==> src/rtl/pwm_deadtime_if.sv <==
// Register write/read bus shared by the PWM peripherals.
interface pwm_deadtime_if;
    localparam int unsigned ADDR_W = 32;
    localparam int unsigned DATA_W = 32;

    logic              bus_we;
    logic [ADDR_W-1:0] bus_addr;
    logic [DATA_W-1:0] bus_wdata;
    logic [DATA_W-1:0] bus_rdata;

    modport master (
        output bus_we,
        output bus_addr,
        output bus_wdata,
        input  bus_rdata
    );

    modport slave (
        input  bus_we,
        input  bus_addr,
        input  bus_wdata,
        output bus_rdata
    );
endinterface

==> src/rtl/pwm_deadtime.sv <==
// Complementary high/low gate driver with programmable dead time, polarity and sticky fault kill.
module pwm_deadtime #(
    parameter int unsigned DT_W = 8
) (
    input  logic          clk,
    input  logic          rst_n,
    pwm_deadtime_if.slave bus,
    input  logic          pwm_in,
    input  logic          fault,
    output logic          pwm_hi,
    output logic          pwm_lo
);
    localparam int unsigned ADDR_W    = 32;
    localparam int unsigned DATA_W    = 32;
    localparam logic [3:0]  A_CTRL    = 4'h0;
    localparam logic [3:0]  A_DT_RISE = 4'h4;
    localparam logic [3:0]  A_DT_FALL = 4'h8;
    localparam logic [3:0]  A_STATUS  = 4'hC;

    typedef enum logic [2:0] {
        S_IDLE,
        S_LO,
        S_DEAD_R,
        S_HI,
        S_DEAD_F
    } state_e;

    state_e            state_q, state_d;
    logic [DT_W-1:0]   cnt_q, cnt_d;
    logic [DT_W-1:0]   dt_rise_q, dt_rise_d;
    logic [DT_W-1:0]   dt_fall_q, dt_fall_d;
    logic              en_q, en_d;
    logic              pol_hi_q, pol_hi_d;
    logic              pol_lo_q, pol_lo_d;
    logic              fault_flag_q, fault_flag_d;
    logic              sync1_q, sync1_d;
    logic              fault_s_q, fault_s_d;
    logic              pwm_hi_q, pwm_hi_d;
    logic              pwm_lo_q, pwm_lo_d;

    logic [3:0]        addr_lo;
    logic              wr_ctrl, wr_rise, wr_fall, wr_stat;
    logic [DT_W-1:0]   n_rise, n_fall;
    logic              cnt_done;
    logic              override;
    logic              unused_bus;

    assign addr_lo    = bus.bus_addr[3:0];
    assign wr_ctrl    = bus.bus_we && (addr_lo == A_CTRL);
    assign wr_rise    = bus.bus_we && (addr_lo == A_DT_RISE);
    assign wr_fall    = bus.bus_we && (addr_lo == A_DT_FALL);
    assign wr_stat    = bus.bus_we && (addr_lo == A_STATUS);
    assign unused_bus = ^{bus.bus_addr[ADDR_W-1:4], bus.bus_wdata};

    // A zero dead time still yields one both-off cycle so the outputs can never overlap.
    assign n_rise   = (dt_rise_q == '0) ? DT_W'(1) : dt_rise_q;
    assign n_fall   = (dt_fall_q == '0) ? DT_W'(1) : dt_fall_q;
    assign cnt_done = (cnt_q <= DT_W'(1));
    assign override = !en_q || fault_flag_q || fault_s_q;

    // Register file writes, fault synchroniser and sticky fault flag (set beats clear).
    always_comb begin
        en_d         = en_q;
        pol_hi_d     = pol_hi_q;
        pol_lo_d     = pol_lo_q;
        dt_rise_d    = dt_rise_q;
        dt_fall_d    = dt_fall_q;
        fault_flag_d = fault_flag_q;
        sync1_d      = fault;
        fault_s_d    = sync1_q;
        if (wr_ctrl) begin
            en_d     = bus.bus_wdata[0];
            pol_hi_d = bus.bus_wdata[1];
            pol_lo_d = bus.bus_wdata[2];
        end
        if (wr_rise) dt_rise_d = bus.bus_wdata[DT_W-1:0];
        if (wr_fall) dt_fall_d = bus.bus_wdata[DT_W-1:0];
        if (wr_stat && bus.bus_wdata[0]) fault_flag_d = 1'b0;
        if (fault_s_q) fault_flag_d = 1'b1;
    end

    // Next-state, dead-time counter and output decode.
    always_comb begin
        state_d = state_q;
        cnt_d   = cnt_q;
        if (override) begin
            state_d = S_IDLE;
        end else begin
            case (state_q)
                S_IDLE: begin
                    if (pwm_in) begin
                        state_d = S_DEAD_R;
                        cnt_d   = n_rise;
                    end else begin
                        state_d = S_DEAD_F;
                        cnt_d   = n_fall;
                    end
                end
                S_LO: begin
                    if (pwm_in) begin
                        state_d = S_DEAD_R;
                        cnt_d   = n_rise;
                    end
                end
                S_DEAD_R: begin
                    if (!pwm_in)       state_d = S_LO;
                    else if (cnt_done) state_d = S_HI;
                    else               cnt_d   = cnt_q - DT_W'(1);
                end
                S_HI: begin
                    if (!pwm_in) begin
                        state_d = S_DEAD_F;
                        cnt_d   = n_fall;
                    end
                end
                S_DEAD_F: begin
                    if (pwm_in)        state_d = S_HI;
                    else if (cnt_done) state_d = S_LO;
                    else               cnt_d   = cnt_q - DT_W'(1);
                end
                default: state_d = S_IDLE;
            endcase
        end
        pwm_hi_d = (state_d == S_HI) ^ pol_hi_q;
        pwm_lo_d = (state_d == S_LO) ^ pol_lo_q;
    end

    // All state; reset forces both outputs low (inactive at reset polarity) immediately.
    always_ff @(posedge clk or negedge rst_n) begin
        if (!rst_n) begin
            state_q      <= S_IDLE;
            cnt_q        <= '0;
            dt_rise_q    <= '0;
            dt_fall_q    <= '0;
            en_q         <= 1'b0;
            pol_hi_q     <= 1'b0;
            pol_lo_q     <= 1'b0;
            fault_flag_q <= 1'b0;
            sync1_q      <= 1'b0;
            fault_s_q    <= 1'b0;
            pwm_hi_q     <= 1'b0;
            pwm_lo_q     <= 1'b0;
        end else begin
            state_q      <= state_d;
            cnt_q        <= cnt_d;
            dt_rise_q    <= dt_rise_d;
            dt_fall_q    <= dt_fall_d;
            en_q         <= en_d;
            pol_hi_q     <= pol_hi_d;
            pol_lo_q     <= pol_lo_d;
            fault_flag_q <= fault_flag_d;
            sync1_q      <= sync1_d;
            fault_s_q    <= fault_s_d;
            pwm_hi_q     <= pwm_hi_d;
            pwm_lo_q     <= pwm_lo_d;
        end
    end

    assign pwm_hi = pwm_hi_q;
    assign pwm_lo = pwm_lo_q;

    // Combinational register read-back.
    always_comb begin
        bus.bus_rdata = '0;
        case (addr_lo)
            A_CTRL:    bus.bus_rdata = DATA_W'({pol_lo_q, pol_hi_q, en_q});
            A_DT_RISE: bus.bus_rdata = DATA_W'(dt_rise_q);
            A_DT_FALL: bus.bus_rdata = DATA_W'(dt_fall_q);
            A_STATUS:  bus.bus_rdata = DATA_W'({state_q == S_LO, state_q == S_HI,
                                                fault_s_q, fault_flag_q});
            default:   bus.bus_rdata = '0;
        endcase
    end
endmodule
==> src/flat_wrapper.sv <==
// flat-port wrapper written by rule: the top's interface ports become plain ports
module pwm_deadtime_flat 
#(
    parameter int unsigned DT_W = 8
)
  (clk, rst_n, pwm_in, fault, pwm_hi, pwm_lo, bus_bus_we, bus_bus_addr, bus_bus_wdata, bus_bus_rdata);
  pwm_deadtime_if bus_i ();
  input  logic clk;
  input  logic rst_n;
  input  logic pwm_in;
  input  logic fault;
  output logic pwm_hi;
  output logic pwm_lo;
  input wire logic [$bits(bus_i.bus_we)-1:0] bus_bus_we;
  input wire logic [$bits(bus_i.bus_addr)-1:0] bus_bus_addr;
  input wire logic [$bits(bus_i.bus_wdata)-1:0] bus_bus_wdata;
  output wire logic [$bits(bus_i.bus_rdata)-1:0] bus_bus_rdata;
  assign bus_i.bus_we = bus_bus_we;
  assign bus_i.bus_addr = bus_bus_addr;
  assign bus_i.bus_wdata = bus_bus_wdata;
  assign bus_bus_rdata = bus_i.bus_rdata;
  pwm_deadtime #(.DT_W(DT_W)) u_core (.clk(clk), .rst_n(rst_n), .bus(bus_i), .pwm_in(pwm_in), .fault(fault), .pwm_hi(pwm_hi), .pwm_lo(pwm_lo));
endmodule
==> config.mk <==
export PLATFORM = sky130hd
export DESIGN_NAME = pwm_deadtime_flat
export DESIGN_NICKNAME = d
export VERILOG_FILES = /design/src/rtl/pwm_deadtime_if.sv /design/src/rtl/pwm_deadtime.sv /design/src/flat_wrapper.sv
export SDC_FILE = /design/constraint.sdc
export NUM_CORES = 1
export LEC_CHECK = 0
export ABC_AREA = 1
export CAP_MARGIN = 10
export CORE_MARGIN = 2
export CORE_UTILIZATION = 46
export CTS_CLUSTER_DIAMETER = 150
export CTS_CLUSTER_SIZE = 20
export DETAILED_ROUTE_END_ITERATION = 8
export PLACE_DENSITY = 0.85
export REMOVE_ABC_BUFFERS = 1
export SYNTH_ARGS = -nofsm -noshare
export SYNTH_HDL_FRONTEND = slang
export SYNTH_SLANG_ARGS = --single-unit
==> constraint.sdc <==
create_clock -name clk -period 2.4 [get_ports clk]
set_input_delay 0.24 -clock clk [delete_from_list [all_inputs] [get_ports clk]]
set_output_delay 0.24 -clock clk [all_outputs]
set_load 0.005 [all_outputs]
---- Word level (Yosys, flattened, before mapping) ----
Index checks and enable logic that the tools add are counted.
operators by class
  add/sub/neg operators ................... 1
  bitwise operators ....................... 3
  reduce and logical (&&, ||, !) cells .... 15
  muxes and demuxes ....................... 21
  $lt $le $gt $ge ......................... 1
  eq/ne operators ......................... 13
operators by type and width
  kind                                                                    count
  8-bit 2-to-1 mux                                                        8
  8-bit one-hot mux with 5 select lines                                   1
  8-bit one-hot mux with 4 select lines                                   1
  3-bit 2-to-1 mux                                                        8
  8-bit logical NOT                                                       2
  3-bit one-hot mux with 5 select lines                                   1
  3-bit by 2-bit equality test with 1-bit output (second input constant)  3
  4-bit equality test (second input constant)                             2
  8-bit by 1-bit <= comparator with 1-bit output (second input constant)  1
  2-bit inequality test (second input constant)                           4
  8-bit by 1-bit subtractor with 8-bit output (second input constant)     1
  3-bit by 1-bit equality test with 1-bit output (second input constant)  2
  6-bit AND reduction                                                     1
  1-bit logical AND                                                       5
  5-bit nonzero test                                                      1
  4-bit by 3-bit equality test with 1-bit output (second input constant)  1
  4-bit logical NOT                                                       1
  3-bit equality test (second input constant)                             1
  3-bit logical NOT                                                       1
  1-bit logical OR                                                        2
  1-bit 2-to-1 mux                                                        2
  2-bit nonzero test                                                      1
  1-bit XOR                                                               2
  1-bit logical NOT                                                       1
  1-bit NOT                                                               1
word-level totals
  bits in registers ....................... 35
  word-level logic and storage cells ...... 66
  input port bits ......................... 69

---- Depth between registers and ports, before layout ----
Gate-level depths: netlist (run 1).
  word-level depth ........................ 7
  depth in mapped cells ................... 13

---- Worst setup path after synthesis (run 1) ----
OpenSTA, ideal clock, no wires.
  path type ............................... register to register
  start ................................... register u_core.cnt_q[0]
  end ..................................... register u_core.cnt_q[1]
  setup slack ............................. 820 ps
  clock period less this slack ............ 1580 ps
  required time ........................... 2282 ps
  setup time .............................. 118 ps
  stages on the path, launching flop included .. 13
  arrival ................................. 1462 ps
  path through ............................ dfrtp_1 > inv_1 > ha_1 > inv_1 > nand2_1 > nand2_1 > nor2_1 > nand2_2 > nand2_2 > nor2_8 > buf_12 > nand2_1 > o21ai_2
on the way
  word-level cells in the longest chain between the ends .. 4
  elaborated cells between the ends (all ways) .. 6
  those cells by class .................... add/sub: 1; order compare: 1; mux: 4
RTL lines
  element                                                                                                               RTL line                                                      text
  from (decl)                                                                                                           pwm_deadtime.sv:29                                            logic [DT_W-1:0] cnt_q, cnt_d;
  from (signal assigned)                                                                                                pwm_deadtime.sv:145                                           cnt_q <= cnt_d;
  8-bit by 1-bit subtractor with 8-bit output / 8-bit by 1-bit <= comparator with 1-bit output (equally long branches)  pwm_deadtime.sv:108, pwm_deadtime.sv:119, pwm_deadtime.sv:58
  8-bit 2-to-1 mux *                                                                                                    pwm_deadtime.sv:107, pwm_deadtime.sv:118
  8-bit 2-to-1 mux (on tied branches)                                                                                   pwm_deadtime.sv:117, pwm_deadtime.sv:106
  8-bit one-hot mux with 5 select lines *                                                                               pwm_deadtime.sv:89                                            case (state_q)
Every way passes the cells marked *; elsewhere a longest branch is shown, timed or not. The select of a mux whose other input is x is not followed.
A chain may end at the register's enable or synchronous reset.

---- Final worst setup path (run 1) ----
  start ................................... input port bus_bus_addr[1]
  end ..................................... output port bus_bus_rdata[1]
on the way
  word-level cells in the longest chain between the ends .. 2
  elaborated cells between the ends (all ways) .. 5
  those cells by class .................... eq/ne: 3; mux: 1; reduce/logical: 1
RTL lines
  element                                            RTL line             text
  from (decl)                                        flat_wrapper.sv:15   input wire logic [$bits(bus_i.bus_addr)-1:0] bus_bus_addr;
  4-bit equality test, or another cell as far along  pwm_deadtime.sv:165  case (addr_lo)
  8-bit one-hot mux with 4 select lines *            pwm_deadtime.sv:165
  to (decl)                                          flat_wrapper.sv:17   output wire logic [$bits(bus_i.bus_rdata)-1:0] bus_bus_rdata;
Every way passes the cells marked *; elsewhere a longest branch is shown, timed or not.

==> results of run 1 <==
## flip-flops by register name, summed over array words and instances, names as in the netlist
| signal | count |
|---|---|
| u_core.cnt_q | 8 |
| u_core.dt_fall_q | 8 |
| u_core.dt_rise_q | 8 |
| u_core.en_q | 1 |
| u_core.fault_flag_q | 1 |
| u_core.fault_s_d | 1 |
| u_core.fault_s_q | 1 |
| u_core.pol_hi_q | 1 |
| u_core.pol_lo_q | 1 |
| u_core.pwm_hi | 1 |
| u_core.pwm_lo | 1 |
| u_core.state_q | 3 |
## worst max-delay path by stage
stage / from / endpoint / slack (ps) / cells past startpoint
floorplan: u_core.cnt_q[0]$_DFFE_PN0P_ / u_core.cnt_q[0]$_DFFE_PN0P_ / 850 / 12
global placement: bus_bus_addr[1] / bus_bus_rdata[1] / 150 / 7
detailed placement: bus_bus_addr[1] / bus_bus_rdata[1] / 70 / 7
CTS: bus_bus_addr[1] / bus_bus_rdata[1] / 70 / 7
global route: bus_bus_addr[1] / bus_bus_rdata[2] / -4 / 7
finish: bus_bus_addr[1] / bus_bus_rdata[1] / 110 / 7
## power by group
part | switching [mW] | total (mW) | internal, mW
logic | 0.202 | 0.345 | 0.143
registers | 0.0711 | 0.746 | 0.675
clock network | 0.235 | 0.649 | 0.414
## placed cells by master, fill, tap and decap left out, drive strengths merged
master and instances:
clkinvlp 1, o21bai 1, a22oi 3, clkbuf 5, nor3 3, ha 2, o21a 1, clkdlybuf4s50 26
bufinv 3, a21oi 3, nor2 30, buf 5, conb 24, o2111ai 1, o21ai 35, nand4 3
dfrtp 35, xor2 2, o211ai 2, nand2 93, o22ai 7, inv 49, nand3 25, o221ai 3
## logic make-up (layout without fill, tap and decap cells)
| group | count (synthesis) | after routing |
|---|---|---|
| AND/OR/NAND/NOR | 154 | 154 |
| adder cells (fa/ha/maj) | 2 | 2 |
| other | 1 | 24 |
| XOR/XNOR | 2 | 2 |
| flip-flops | 35 | 35 |
| buffers and inverters | 80 | 89 |
| AO/OA/AOI/OAI | 56 | 56 |
## worst max-delay path, stage by stage
cell	delay, ps
sky130_fd_sc_hd__clkdlybuf4s50_1	410
sky130_fd_sc_hd__nor2_2	280
sky130_fd_sc_hd__nand3_2	210
sky130_fd_sc_hd__o22ai_1	230
sky130_fd_sc_hd__inv_1	60
sky130_fd_sc_hd__o221ai_1	80
sky130_fd_sc_hd__clkdlybuf4s50_1	540
## metal layers
layer	up-vias	wire, µm
met5	-	0
met4	0	64
met3	9	254
met2	65	2650
met1	997	2287
li1	1068	-
## metrics by stage
stage / setup slack (ps) / cells / TNS, ps / hold slack, ps / total power, mW
global placement: 150.1 / 424 / 0 / 335.0 / 1.076
detailed placement: 68.34 / 424 / 0 / 337.1 / 1.092
floorplan: 847.7 / 323 / 0 / -55.59 / 0.9542
finish: 112.2 / 432 / 0 / 353.0 / 1.740
global route: -4.033 / 432 / -4.033 / 359.6 / 1.844
CTS: 67.39 / 432 / 0 / 353.6 / 1.741
## layout make-up
type / count / share of cell area (%)
sequential: 35 / 31.53
clock buffer: 5 / 2.477
inverter: 50 / 7.252
tap: 70 / 3.153
timing repair buffer: 31 / 10.72
multi-input combinational: 238 / 42.43
clock inverter: 3 / 2.432
==> results.md, run 1 <==
Setup path:
- In this run the critical register-to-register path is captured at u_core.cnt_q[0]$_DFFE_PN0P_.
- Data arrives at the worst endpoint at 2050 ps.
- The worst-case register-to-register setup slack is 580 ps.
- The data required time of the worst path is between 2000 and 2500 ps.
- STA classifies the critical path startpoint as an input port.
- The top fanout value on the critical path is 7.
- The kind of critical path is input port to output pin.
- The number of cells on the worst reg-to-reg path is 13.
- The critical path capture point type is an output pin.
- The reg-to-reg startpoint is u_core.cnt_q[1]$_DFFE_PN0P_.

Timing:
- The slew at the pin with the worst max-slew slack is 532.8 ps.
- Between clock sinks in the finished design, the worst skew comes to ~5.8 ps.
- The setup-violating endpoint count in the final report is 0.
- The routed design could run at a clock period as short as between 2000 and 2500 ps.
- The count of final max-slew check failures is 0.
- The worst slew margin relative to its limit is 64.38%.
- The portion of the clock cycle consumed by the worst path in the final layout is 95.32%.
- The number of hold violations in the final report came to 0.
- The highest attainable clock frequency is 0.4371 GHz.

Floorplan:
- The floorplan die area is ~0.0058 mm².
- The total area inside the core boundary comes to 0.005042 mm².
- For this configuration, the core starts out at a cell density of a little under half.
- The horizontal die dimension is between 70 and 80 µm.
- The initialized floorplan defines 26 standard-cell rows.
- 103 I/O pins were placed.
- Measured along the y axis, the die boundary spans 76.04 µm.

Drt:
- Dividing the detail-routed wire length by the instance count gives 12.17 µm.
- After detailed routing, the number of remaining DRC violations is 0.
- The number of nets with antenna violations after detailed routing is 0.
- The length of the first detailed-routing pass in iterations is 5.
- The first-iteration detailed-routing DRC count is 118.
- The routed design has 5256 µm of wire.
- The via count is around 2100.
- The mean number of vias per cell is 4.951.

Power:
- The leakage dissipation is ~1.3 nW.
- The worst supply voltage drop on vdd is ~0.00051 V.
- In this run the power density over the cells is about 630 mW/mm².

CTS:
- The post-CTS setup buffer count is 0.
- The CTS buffer count is 5.
- Once the clock tree was built, the resizer swapped 0 gates to a different size.
- Clock latency on the worst-skew pair, taken at its later pin, is 290 ps.
- The hold buffer count at CTS is 0.
- CTS built an H-tree with a depth of 2.
- The clock tree from TritonCTS is done.
- After clock tree synthesis, the clock-pin slew on the worst setup and hold paths is roughly 70 ps.
- The maximum number of buffers from clock root to sink is 2.
- The number of clock sinks seen by CTS is 35.
- CTS placed an instance of sky130_fd_sc_hd__clkbuf_8 at the clock tree root.

Global routing:
- The global-route wire length before repair is 9190 µm.
- The number of global-route vias before repair came to 2021.
- Global routing consumed, on the met2 layer, 33.66% of the routing resources.
- The initial antenna violation count is 0.
- After global routing, the most crowded layer is met2.
- Global routing finished with a remaining overflow of 0.
- The global-route track usage on met3 is 3.436%.
- The overall routing resource usage is between 15 and 20%.
- Entering global routing, the biggest net connects 36 pins.
- The met1 routing resource usage after global routing is between 20% and 30%.

Synthesis:
- The biggest area contributor in the post-synthesis netlist is sky130_fd_sc_hd__dfrtp_1.
- The synthesized netlist devotes 0.7338% of its cell area to XOR and XNOR gates.
- After synthesis, the largest family of logic cells by area is simple AND/OR/NAND/NOR gates.
- The leading cell type by number of instances after synthesis is sky130_fd_sc_hd__nand2_1.
- After synthesis, the netlist uses 33 different library cells.
- During synthesis, Yosys emitted a total of 0 warnings.
- The synthesized instance count is 330.
- The share of cell area taken by muxes after synthesis is 0%.
- The count of flip-flops with a built-in enable after synthesis is 0.
- The average instance area after synthesis is 7.234 µm².
- The synthesized design contains 35 register bits.
- Summing the sequential cell areas from Yosys gives 36.69% of the chip area.
- The adder-cell area share of the yosys netlist is under 10%.
- The async set-or-reset flop fraction in the synthesized netlist is 100.0%.
- Summing every instance area after synthesis gives 0.002387 mm².
- By area the synthesized netlist is led by sky130_fd_sc_hd__dfrtp_1 (37%), sky130_fd_sc_hd__nand2_1 (14%), sky130_fd_sc_hd__buf_4 (7.5%), sky130_fd_sc_hd__inv_1 (7.2%), sky130_fd_sc_hd__o21ai_0 (5.2%).
- After synthesis, the most frequently instantiated cells are sky130_fd_sc_hd__nand2_1 (86), sky130_fd_sc_hd__inv_1 (46), sky130_fd_sc_hd__dfrtp_1 (35).
- The area share of the largest cell type after synthesis is 36.69%.
- The prevailing post-synth register cell is sky130_fd_sc_hd__dfrtp_1.
- After Yosys synthesis, and, or, nand and nor cells account for 29.19% of the synthesized area.
- Summing the areas of all compound-gate instances in the mapped netlist gives 14.41% of the synthesized area.

Finish:
- The net count reported at finish is about 430.
- The number of antenna diodes in the final layout is 0.
- Fill cells in the final layout number ~480.
- At the end of the flow the core is filled with cells to between 50% and 60%.
- Relative to the synthesized area, the layout overhead comes to 16.35%.
- In the final layout, the multi-input gates occupy 0.001179 mm².
- In the final layout, the share of cells above drive strength 1 is 11.33%.
- The sequential cells in the finished layout cover a total of 875.8 µm².
- The finished cells cover 0.002778 mm².

Min path:
- In this run the most critical hold path is launched from u_core.fault_s_d$_DFF_PN0_.
- For hold timing, the worst endpoint is u_core.fault_s_q$_DFF_PN0_.
- The cell depth of the worst min-delay path is 0.
- The tightest min-delay check is of the flip-flop to flip-flop type.

Placement:
- The placed cell area is 0.002636 mm².
- The final HPWL from detailed placement is 3903 µm.
- Port buffering added 26 buffers.
- The weighted congestion at the end of routability-driven global placement is approximately 0.83.

Outcome:
- The run finished with clean final reports.

Job:
- Max-cap violations in this run came to 0.
Note: power is estimated with default switching activity, not from simulation.
==> run 2, diff against run 1 <==
--- a/config.mk
+++ b/config.mk
@@ -5,14 +5,13 @@
 export SDC_FILE = /design/constraint.sdc
 export NUM_CORES = 1
 export LEC_CHECK = 0
-export ABC_AREA = 1
 export CAP_MARGIN = 10
 export CORE_MARGIN = 2
-export CORE_UTILIZATION = 46
+export CORE_UTILIZATION = 43
 export CTS_CLUSTER_DIAMETER = 150
 export CTS_CLUSTER_SIZE = 20
 export DETAILED_ROUTE_END_ITERATION = 8
-export PLACE_DENSITY = 0.85
+export PLACE_DENSITY = 0.81
 export REMOVE_ABC_BUFFERS = 1
 export SYNTH_ARGS = -nofsm -noshare
 export SYNTH_HDL_FRONTEND = slang
==> constraint.sdc (replaced) <==
create_clock -name clk -period 2.3 [get_ports clk]
set_input_delay 0.23 -clock clk [delete_from_list [all_inputs] [get_ports clk]]
set_output_delay 0.23 -clock clk [all_outputs]
set_load 0.005 [all_outputs]
==> run 2 against run 1 <==
Net effect: setup slack worse by 55 ps; sequential power increased by 12%; area after synthesis is 0.94% lower; global-route usage is 1.5 points lower; die area increased by 5.7%; combinational power up 27%; clock power decreased by 32%; non-clock buffer count increased by 10; utilization shrank 3.6 points; largest power group unchanged; clock skew fell by 1.9 ps; total power fell by 1.6%.
==> results.md, run 2 <==
Outcome:
- The flow ran to the end, and the final reports show no timing, DRC or antenna violations.

Finish:
- The area of all sequential standard cells came to 877.1 µm² (+0.14%).
- The most common cell after layout, fill and taps aside is sky130_fd_sc_hd__dfrtp_1.
- The post-layout instance count excluding filler cells is 355 (-18%).
- The number of diodes added for antenna fixing is 0 (unchanged).
- The number of filler instances in the final layout came to 519 (+8.8%).
- The ratio of cells with drive above 1 in the final layout is 20.14% (+8.8 points).
- The relative area change from synthesis to final layout is 17.62%.
- In the final layout, the registers with the most flip-flops are u_core.cnt_q x8, u_core.dt_fall_q x8, u_core.dt_rise_q x8.
- The combined area of the multi-input logic cells was 0.001331 mm² (+13%).
- The final cell area excluding filler cells came to 0.002781 mm² (+0.14%).
- The net count reported at finish is 353 (-18%).
- The library cells used most frequently in the layout, excluding fill and tap cells, are sky130_fd_sc_hd__dfrtp_1 (34), sky130_fd_sc_hd__clkdlybuf4s50_1 (25), sky130_fd_sc_hd__conb_1 (24), sky130_fd_sc_hd__mux2_2 (22), sky130_fd_sc_hd__nor2_1 (20).
- The core utilization of the finished layout is 51.46% (-3.6 points).

Drt:
- The mean number of vias per cell is 5.479 (+11%).
- The length of the first detailed-routing pass in iterations is 5 (unchanged).
- The first-iteration detailed-routing DRC count came to 137 (+16%).
- The total wirelength of the detailed-routed design is 5262 µm (+0.11%).
- The routed wire length per instance is 14.82 µm (+22%).
- The via count was 1945 (-9.1%).
- The total DRC errors in the routed layout is 0 (unchanged).
- The number of nets with antenna violations after detailed routing is 0 (unchanged).

Global routing:
- The number of global-route vias before repair came to 1783 (-12%).
- The residual overflow from global routing was 0 (unchanged).
- The initial antenna violation count is 0 (unchanged).
- The largest net degree at the start of global routing was 36 (unchanged).
- The overall routing resource usage is 17.68% (-1.5 points).
- The global-route wire length before repair was 8604 µm (-6.4%).

CTS:
- The cell at the root of the clock tree is sky130_fd_sc_hd__clkbuf_8.
- The clock transition at the register clock pins on the worst setup and hold paths after CTS was 70 ps (about the same).
- The hold buffer count at CTS is 0 (unchanged).
- The number of clock sinks seen by CTS came to 35 (unchanged).
- The latest clock arrival within the worst-skew pair was 290 ps (about the same).
- The depth of the CTS H-tree is 2 (unchanged).
- The maximum number of buffers from clock root to sink is 2 (unchanged).
- The clock tree from TritonCTS is done.
- The CTS buffer count was 5 (unchanged).

Timing:
- Setup repair after global routing could not meet its margin everywhere.
- The number of hold violations in the final report is 0 (unchanged).
- The clock period could shrink to 2243 ps.
- The count of final max-slew check failures came to 0 (unchanged).
- The setup skew after layout is 3.924 ps (-1.890 ps).
- The portion of the clock cycle consumed by the worst path in the final layout is 97.53%.
- The worst slack on hold paths is 356.4 ps (+3.479 ps).
- The highest attainable clock frequency is 0.4458 GHz.
- The setup-violating endpoint count in the final report came to 0 (unchanged).
- The worst slew margin relative to its limit is 64.93% (+0.55 points).
- The slew at the pin with the worst max-slew slack is 522.1 ps (-10.70 ps).

Floorplan:
- The floorplan die area was 0.006109 mm² (+5.7%).
- The effective utilization at floorplan is 43.75% (-3.6 points).
- The total I/O pin count is 103 (unchanged).
- The area of the core is 0.005405 mm² (+7.2%).
- The number of rows in the core area is 27 (+3.8%).
- The horizontal die dimension is 78.16 µm (+2.8%).
- The y dimension of the die came to 78.16 µm (+2.8%).

Placement:
- The final HPWL from detailed placement is 3761 µm (-3.6%).
- The placed cell area is 0.002668 mm² (+1.2%).
- The number of placed cells counting well taps is 346 (-18%).
- The total of buffers placed on input and output ports is 26 (unchanged).
- The weighted congestion at the end of routability-driven global placement was 0.8912 (+7.6%).

Setup path:
- The kind of critical path is flip-flop to flip-flop.
- The cell with the most instances on the worst path is sky130_fd_sc_hd__or4_4.
- The data arrival time of the critical path came to 2430 ps (+380 ps).
- The top fanout value on the critical path came to 13 (+6).
- On the critical path, the stage with the largest delay is an instance of sky130_fd_sc_hd__or4_4.
- The number of buffers and inverters on the critical path is 1 (-2).
- Walking the worst path, the cells encountered are or4_4 -> or4_4 -> o211ai_4 -> buf_6 -> nor2_1 -> o22a_1.
- The reg-to-reg startpoint is u_core.cnt_q[4]$_DFFE_PN0P_.
- The worst setup path is launched from a flip-flop.
- The data required time of the worst path is 2480 ps (+320 ps).
- The longest individual stage delay on the worst path is 550 ps (about the same).
- Tracing the worst setup path back leads to its startpoint at u_core.cnt_q[4]$_DFFE_PN0P_.
- The critical path capture point type is a flip-flop.
- The kind of cell with the highest combined delay along the critical path is simple AND/OR/NAND/NOR gates.

Power:
- The logic gate share of total power came to 25.5% (+5.7 points).
- The net switching power of the design is 539.8 µW (+6.2%).
- The fraction of power consumed by the clock network is 25.8% (-12 points).
- The net switching fraction of the power came to 31.53% (+2.3 points).
- The worst supply voltage drop on vdd is 0.0003887 V (-24%).
- The register share of total power is 48.7% (+5.9 points).
- The areal power density over the cells was 615.6 mW/mm² (-1.7%).
- The leakage dissipation is 1.162 nW (-12%).
- The total internal power came to 1.172 mW (-4.8%).
- The final total power is 1.712 mW (-1.6%).

Synthesis:
- The number of distinct library cells after synthesis is 53 (+61%).
- The number of synthesis warnings is 0 (unchanged).
- The average instance area after synthesis is 9.535 µm² (+32%).
- The area share of the largest cell type after synthesis is 37.04% (+0.35 points).
- After synthesis, the most frequently instantiated cells are sky130_fd_sc_hd__dfrtp_1 (35), sky130_fd_sc_hd__buf_4 (24), sky130_fd_sc_hd__mux2_2 (22).
- The async set-or-reset flop fraction in the synthesized netlist is 100.0% (unchanged).
- By area the synthesized netlist is led by sky130_fd_sc_hd__dfrtp_1 (37%), sky130_fd_sc_hd__mux2_2 (10%), sky130_fd_sc_hd__buf_4 (7.6%), sky130_fd_sc_hd__mux2i_1 (3.4%), sky130_fd_sc_hd__a21oi_1 (3.2%).
- The biggest area contributor in the post-synthesis netlist is sky130_fd_sc_hd__dfrtp_1.
- The register area share after synthesis was 37.04% (+0.35 points).
- sky130_fd_sc_hd__dfrtp_1 is the most common cell in the netlist.
- The synthesized instance count is 248 (-25%).
- The count of flip-flops with a built-in enable after synthesis is 0 (unchanged).
- The total of flip-flops plus latches after synthesis is 35 (unchanged).
- The combined area of all synthesized cells came to 0.002365 mm² (-0.94%).
- The most used flip-flop cell after synthesis is sky130_fd_sc_hd__dfrtp_1.

Min path:
- The worst hold path belongs to the class input port to async pin.

Job:
- The number of max-capacitance violations reported is 0 (unchanged).
==> run 2: cell types whose count changed after synthesis, sizes merged, moves of 4 or more <==
| cell | delta |
|---|---|
| nand2b | +8 |
| nand3 | -22 |
| o22ai | -6 |
| mux2 | +22 |
| mux2i | +8 |
| nand2 | -81 |
| nor2 | -10 |
| a21oi | +12 |
| clkbuf | +5 |
| nor3 | +5 |
| nor2b | +7 |
| and2 | +4 |
| o21ai | -21 |
| inv | -44 |
==> run 2: final timing paths <==
check                                                   end  slack (ps)  depth (start not counted)
worst max register to register  u_core.cnt_q[7]$_DFFE_PN0P_          60                          6
worst min register to register   u_core.fault_s_q$_DFF_PN0_         360                          0
min in group clk                 u_core.fault_s_q$_DFF_PN0_         360                          0
worst min-delay path            u_core.state_q[0]$_DFF_PN0_         360                          2
max in group asynchronous       u_core.state_q[1]$_DFF_PN0_        1620                          2
worst max-delay path            u_core.cnt_q[7]$_DFFE_PN0P_          60                          6
==> run 2: power by group through the flow <==
stage | registers (mW) | clock network [mW] | logic [mW]
2_1_floorplan | 0.805 | 0 | 0.283
3_3_place_gp | 0.835 | 0 | 0.419
3_5_place_dp | 0.841 | 0 | 0.432
4_1_cts | 0.829 | 0.449 | 0.435
5_1_grt | 0.849 | 0.477 | 0.477
6_report | 0.833 | 0.442 | 0.437
==> run 2: final cells by class <==
class | count | share of cell area (%)
multi-input cells | 194 | 47.86
well taps | 72 | 3.239
repair buffers | 41 | 13.63
clock inverters | 2 | 0.4498
clock buffers | 6 | 2.609
flip-flops and latches | 35 | 31.53
inverters | 5 | 0.6748
==> run 2: routing by layer <==
metal	track usage (%)	vias to the layer above	wire length (µm)
met5	0	-	0
met4	5.965	0	86
met3	3.333	9	318
met2	27.93	97	2462
met1	24.48	921	2395
li1	-	918	-
==> run 2: what timing repair did <==
action / 4_1_cts / 5_1_grt
buffers inserted: 0 / 1
pin swaps: 0 / 1
resized for setup: 3 / 3
hold endpoints to repair: 0 / 0
setup endpoints to repair: 3 / 2
==> run 2: logic make-up (layout without fill, tap and decap cells) <==
| family | count (synthesis) | in the layout | synth area share (%) |
|---|---|---|---|
| simple gates | 72 | 72 | 15.77 |
| mux | 32 | 32 | 15.77 |
| buf+inv | 42 | 54 | 10.90 |
| fa+ha+maj | 2 | 2 | 1.058 |
| flops | 35 | 35 | 37.04 |
| compound gates | 60 | 60 | 17.83 |
| xor+xnor | 4 | 4 | 1.482 |
| other cells | 1 | 24 | 0.1586 |
==> run 2: worst register-to-register path: stages, from the launching register on <==
cell                       delay [ps]
sky130_fd_sc_hd__dfrtp_1          410
sky130_fd_sc_hd__or4_4            550
sky130_fd_sc_hd__or4_4            550
sky130_fd_sc_hd__o211ai_4         230
sky130_fd_sc_hd__buf_6            180
sky130_fd_sc_hd__nor2_1            60
sky130_fd_sc_hd__o22a_1           160
==> run 2: through the flow <==
stage,setup TNS [ps],worst slack [ps]
detailed placement,-24.58,-24.58
global placement,-5.405,-5.405
floorplan,0,31.47
CTS,0,31.58
global route,-2.069,-2.069
finish,0,56.85
